[src/rtl/bit_receiver_if.sv]
// Word-side bundle of the JTAG TDI deserializer: serial sample inputs, the
// completed-word valid/ready handshake and the status outputs.
interface bit_receiver_if #(
    parameter int WIDTH = 32
);
    localparam int CW = $clog2(WIDTH) + 1;

    logic             enable;
    logic             in;
    logic             flush;
    logic [WIDTH-1:0] word_out;
    logic             word_valid;
    logic             word_ready;
    logic [CW-1:0]    bit_count;
    logic             overrun;
    logic             clear_overrun;

    // master: the deserializer itself; slave: the bit source and word consumer
    modport master (
        input  enable, in, flush, word_ready, clear_overrun,
        output word_out, word_valid, bit_count, overrun
    );

    modport slave (
        output enable, in, flush, word_ready, clear_overrun,
        input  word_out, word_valid, bit_count, overrun
    );
endinterface

[src/rtl/bit_receiver.sv]
// MSB-first serial-to-parallel deserializer with a single-entry valid/ready
// holding register and a sticky overrun flag for words dropped while full.
module bit_receiver #(
    parameter int WIDTH = 32
) (
    input  logic           clk,
    input  logic           reset,
    bit_receiver_if.master bus
);
    localparam int            CW       = $clog2(WIDTH) + 1;
    localparam logic [CW-1:0] LAST_BIT = CW'(WIDTH - 1);

    logic [WIDTH-1:0] shreg;
    logic [WIDTH-1:0] next_word;
    logic [WIDTH-1:0] word_q;
    logic             valid_q;
    logic [CW-1:0]    count_q;
    logic             overrun_q;

    logic sample;
    logic complete;
    logic take;
    logic load;
    logic drop;

    // NOTE: every always_comb output is assigned unconditionally on every pass,
    // so no path can leave a value held over and infer a latch.
    always_comb begin
        sample    = bus.enable && !bus.flush;
        complete  = sample && (count_q == LAST_BIT);
        next_word = {shreg[WIDTH-2:0], bus.in};
        take      = valid_q && bus.word_ready;
        load      = complete && (!valid_q || bus.word_ready);
        drop      = complete && valid_q && !bus.word_ready;
    end

    // NOTE: the shift register carries no reset; a word is only ever delivered
    // after WIDTH fresh samples have pushed every old bit out.
    always_ff @(posedge clk) begin
        if (sample) begin
            shreg <= next_word;
        end
    end

    // NOTE: sequential state uses non-blocking assignments so every register
    // sees the pre-edge values of the others regardless of statement order.
    always_ff @(posedge clk) begin
        if (reset) begin
            word_q    <= '0;
            valid_q   <= 1'b0;
            count_q   <= '0;
            overrun_q <= 1'b0;
        end else begin
            // flush wins over enable, so the bit presented with it is lost
            if (bus.flush) begin
                count_q <= '0;
            end else if (bus.enable) begin
                count_q <= complete ? '0 : count_q + CW'(1);
            end

            // a completion can refill the slot on the very edge it drains
            if (load) begin
                word_q  <= next_word;
                valid_q <= 1'b1;
            end else if (take) begin
                valid_q <= 1'b0;
            end

            if (drop) begin
                overrun_q <= 1'b1;
            end else if (bus.clear_overrun) begin
                overrun_q <= 1'b0;
            end
        end
    end

    assign bus.word_out   = word_q;
    assign bus.word_valid = valid_q;
    assign bus.bit_count  = count_q;
    assign bus.overrun    = overrun_q;

    count_in_range: assert property (@(posedge clk) count_q <= LAST_BIT);

endmodule

[src/flat_wrapper.sv]
// flat-port wrapper written by rule: the top's interface ports become plain ports
module bit_receiver_flat 
#(
    parameter int WIDTH = 32
)
  (clk, reset, bus_enable, bus_in, bus_flush, bus_word_ready, bus_clear_overrun, bus_word_out, bus_word_valid, bus_bit_count, bus_overrun);
  bit_receiver_if #(.WIDTH(WIDTH)) bus_i ();
  input  logic clk;
  input  logic reset;
  input wire logic [$bits(bus_i.enable)-1:0] bus_enable;
  input wire logic [$bits(bus_i.in)-1:0] bus_in;
  input wire logic [$bits(bus_i.flush)-1:0] bus_flush;
  input wire logic [$bits(bus_i.word_ready)-1:0] bus_word_ready;
  input wire logic [$bits(bus_i.clear_overrun)-1:0] bus_clear_overrun;
  output wire logic [$bits(bus_i.word_out)-1:0] bus_word_out;
  output wire logic [$bits(bus_i.word_valid)-1:0] bus_word_valid;
  output wire logic [$bits(bus_i.bit_count)-1:0] bus_bit_count;
  output wire logic [$bits(bus_i.overrun)-1:0] bus_overrun;
  assign bus_i.enable = bus_enable;
  assign bus_i.in = bus_in;
  assign bus_i.flush = bus_flush;
  assign bus_i.word_ready = bus_word_ready;
  assign bus_i.clear_overrun = bus_clear_overrun;
  assign bus_word_out = bus_i.word_out;
  assign bus_word_valid = bus_i.word_valid;
  assign bus_bit_count = bus_i.bit_count;
  assign bus_overrun = bus_i.overrun;
  bit_receiver #(.WIDTH(WIDTH)) u_core (.clk(clk), .reset(reset), .bus(bus_i));
endmodule
[config.mk]
export PLATFORM = sky130hd
export DESIGN_NAME = bit_receiver_flat
export DESIGN_NICKNAME = d
export VERILOG_FILES = /design/src/rtl/bit_receiver_if.sv /design/src/rtl/bit_receiver.sv /design/src/flat_wrapper.sv
export SDC_FILE = /design/constraint.sdc
export NUM_CORES = 1
export LEC_CHECK = 0
export CORE_MARGIN = 2
export CORE_UTILIZATION = 47
export DETAILED_ROUTE_END_ITERATION = 8
export PLACE_DENSITY = 0.82
export SYNTH_ARGS = -nofsm -noshare
export SYNTH_HDL_FRONTEND = slang
export SYNTH_SLANG_ARGS = --single-unit
[constraint.sdc]
create_clock -name clk -period 2.2 [get_ports clk]
set_clock_uncertainty 0.15 [all_clocks]
set_input_delay 0.33 -clock clk [delete_from_list [all_inputs] [get_ports clk]]
set_output_delay 0.33 -clock clk [all_outputs]
set_load 0.02 [all_outputs]
==> impl_metrics.csv, run 1 <==
group,metric,value,unit
synth,syn_nets,219,
min_path,hp-class,"flip-flop to flip-flop",
sta,worst_pin_slew,0.374,ns
route,wl,4560,um
clocking,ctsResizeCount,0,
synth,seq_area_frac_synth,62.7,%
synth,synth.distinct_cells,24,
sta,rsz0062_at_grt,"false",
grt,grt.overflow.total,0,
synth,synth_top_cell_by_area,"edfxtp_1",
clocking,ctsHtreeMaxLevel,3,
route,wl_per_cell,13.5,um
floorplan,io_pins,47,
floorplan,die_h,80.7,um
grt,grt_max_degree,32,
final_layout,nets,270,
critical_path,crit_family,"buffers and inverters",
place,post-dp-hpwl,2890,um
grt,globalRouteTotalUtil,15.9,%
grt,grt_pass1_vias,1577,
route,num_vias,1649,
critical_path,required,1.72,ns
final_layout,area_delta_synth_final,26.2,%
synth,synth_area_leaders,"edfxtp_1 (34%), dfxtp_1 (29%), nand2b_1 (15%)",
sta,finalWorstSetupSlack,0.328,ns
final_layout,mostFrequentLayoutCell,"nand2b_1",
route,drc,0,
critical_path,crit_fanout,5,
synth,synth_ff_type,"dfxtp_1",
clocking,clock-sinks,71,
power_and_ir_drop,p_per_area,718,nW/um^2
final_layout,register_area,1730,um^2
final_layout,multi_input_area,917,um^2
power_and_ir_drop,p_seq_share,56.4,%
sta,hold_viol,0,
sta,slew_headroom,75.0,%
clocking,clockRootBuffer,"clkbuf_8",
power_and_ir_drop,power.leakage,0.00116,uW
run,maxCapViolCount,0,
critical_path,slowest_stage,"clkdlybuf4s50_1",
place,place_inst,323,
critical_path,cp-end-kind,"output pin",
clocking,clk_pin_slew,0.07,ns
synth,syn_inst,211,
synth,synth_area,2760,um^2
route,ant_nets,0,
critical_path,cp-start-kind,"flip-flop",
sta,min_period,1.87,ns
synth,ys_warn_count,0,
critical_path,crit_type,"flip-flop to output pin",
sta,timing.fmax,534,MHz
clocking,clockBufferDepth,2,
clocking,insertion_delay,0.34,ns
synth,ys_seq_elements,71,
critical_path,crit_buf_inv,1,
final_layout,final_cell_mix,"nand2b_1 (65), clkdlybuf4s50_1 (46), dfxtp_1 (40), mux2i_1 (33), edfxtp_1 (31)",
route,drt_pass1_iterations,4,
synth,synth_top_area_share,33.7,%
sta,period_share,85.1,%
final_layout,instances_no_fill,339,
floorplan,core-area,5570,um^2
power_and_ir_drop,p_int,1990,uW
grt,grt_pass1_wl,7610,um
critical_path,critical-path-max-stage-delay,0.64,ns
critical_path,crit_path_cell_trace,"clkdlybuf4s50_1",
run_status,status,"completed",
synth,synth_edf_count,31,
clocking,cts_setup_buffers,0,
floorplan,rows,27,
final_layout,drive_gt1_share,9.36,%
sta,slew_viol_final,0,
synth,syn_area_per_cell,13.1,um^2
power_and_ir_drop,p_clk_share,40.1,%
final_layout,fillers,458,
place,routabilityCongestion,0.740,
floorplan,dieArea,6500,um^2
power_and_ir_drop,p_sw,507,uW
clocking,cts_tree,"built",
power_and_ir_drop,p_sw_share,20.3,%
floorplan,die_w,80.7,um
route,viasPerCell,4.86,
sta,tns,0,ns
place,dpl_worst_slack,0.129,ns
final_layout,num_antenna_cells,0,
critical_path,arrival,1.39,ns
grt,antenna_found_initial,0,
route,drtIter0Drc,130,
place,port_buffers,46,
power_and_ir_drop,peakVddDrop,0.433,mV
clocking,numCtsBuffers,9,
clocking,ctsHoldBuffers,0,
synth,ys_async_sr_fraction,0,%
sta,setup_viol,0,
floorplan,start_util,49.5,%
sta,hold_slack,0.302,ns
power_and_ir_drop,combPwrFrac,3.4,%
## metal layers
layer / part of all wire [%] / vias up / routed length [um] / GRT usage, %
li1: - / 810 / - / -
met1: 47 / 789 / 2130 / 20.9
met2: 47 / 42 / 2130 / 23.4
met3: 5.3 / 8 / 241 / 5.62
met4: 1.5 / 0 / 68 / 7.12
met5: 0 / - / 0 / 0
## per-stage QoR
step	power, uW	area, um^2	util, %
final	2500	3480	62.5
after global routing	2610	3480	62.5
after CTS	2530	3480	62.5
after detailed placement	1530	3290	59.1
after global placement	1530	3290	59.1
after floorplan	1490	2760	-
## layout make-up
class | instances | area share, %
inverter | 1 | 0.108
clock inverter | 4 | 1.33
timing repair buffer | 53 | 15.8
tap | 72 | 2.59
clock buffer | 12 | 4.17
sequential | 71 | 49.7
multi-input combinational | 126 | 26.3
## cells in the mapped netlist (2+ instances only)
master / instances
xor2_1: 3
dfxtp_1: 40
edfxtp_1: 31
nand2_1: 3
a21oi_1: 4
mux2i_1: 33
nand4_1: 2
nor2_1: 5
nand2b_1: 65
buf_6: 2
buf_12: 3
clkbuf_1: 8
## path summary, 6_finish.rpt
kind | startpoint | endpoint | slack (ns) | depth (start not counted)
worst max-delay path | u_core.bus.bit_count[3] | bus_bit_count[3] | 0.33 | 1
worst min-delay path | u_core.shreg[16] | u_core.shreg[17] | 0.30 | 0
worst max register to register | u_core.bus.bit_count[0] | u_core.bus.word_out[0] | 0.38 | 5
worst min register to register | u_core.shreg[16] | u_core.shreg[17] | 0.30 | 0
## kinds of logic after synthesis
group	Yosys count	synth area share [%]
AO/OA/AOI/OAI	7	1.54
XOR/XNOR	3	0.952
buffers and inverters	14	4.21
flip-flops	71	62.7
AND/OR/NAND/NOR	82	18.2
multiplexers	33	12.0
adder cells (fa/ha/maj)	1	0.453
## power by group through the flow
stage	registers [uW]	logic [uW]	clock network [uW]
6_report	1410	86.2	1000
5_1_grt	1410	95.5	1100
3_3_place_gp	1440	86.4	0
3_5_place_dp	1440	87.7	0
4_1_cts	1410	88.3	1030
2_1_floorplan	1440	52.3	0
## state kept, by name, summed over array words and instances, names as in the netlist
register,count
u_core.bus.bit_count,6
u_core.bus.overrun,1
u_core.bus.word_out,32
u_core.bus.word_valid,1
u_core.shreg,31
Power figures use the tool's default switching activity.
==> run 2, diff against run 1 <==
--- a/config.mk
+++ b/config.mk
@@ -12,3 +12,4 @@
 export SYNTH_ARGS = -nofsm -noshare
 export SYNTH_HDL_FRONTEND = slang
 export SYNTH_SLANG_ARGS = --single-unit
+export TNS_END_PERCENT = 50
==> results of run 2 <==
No change in the layout: final DEF, timing and power equal those of run 1.
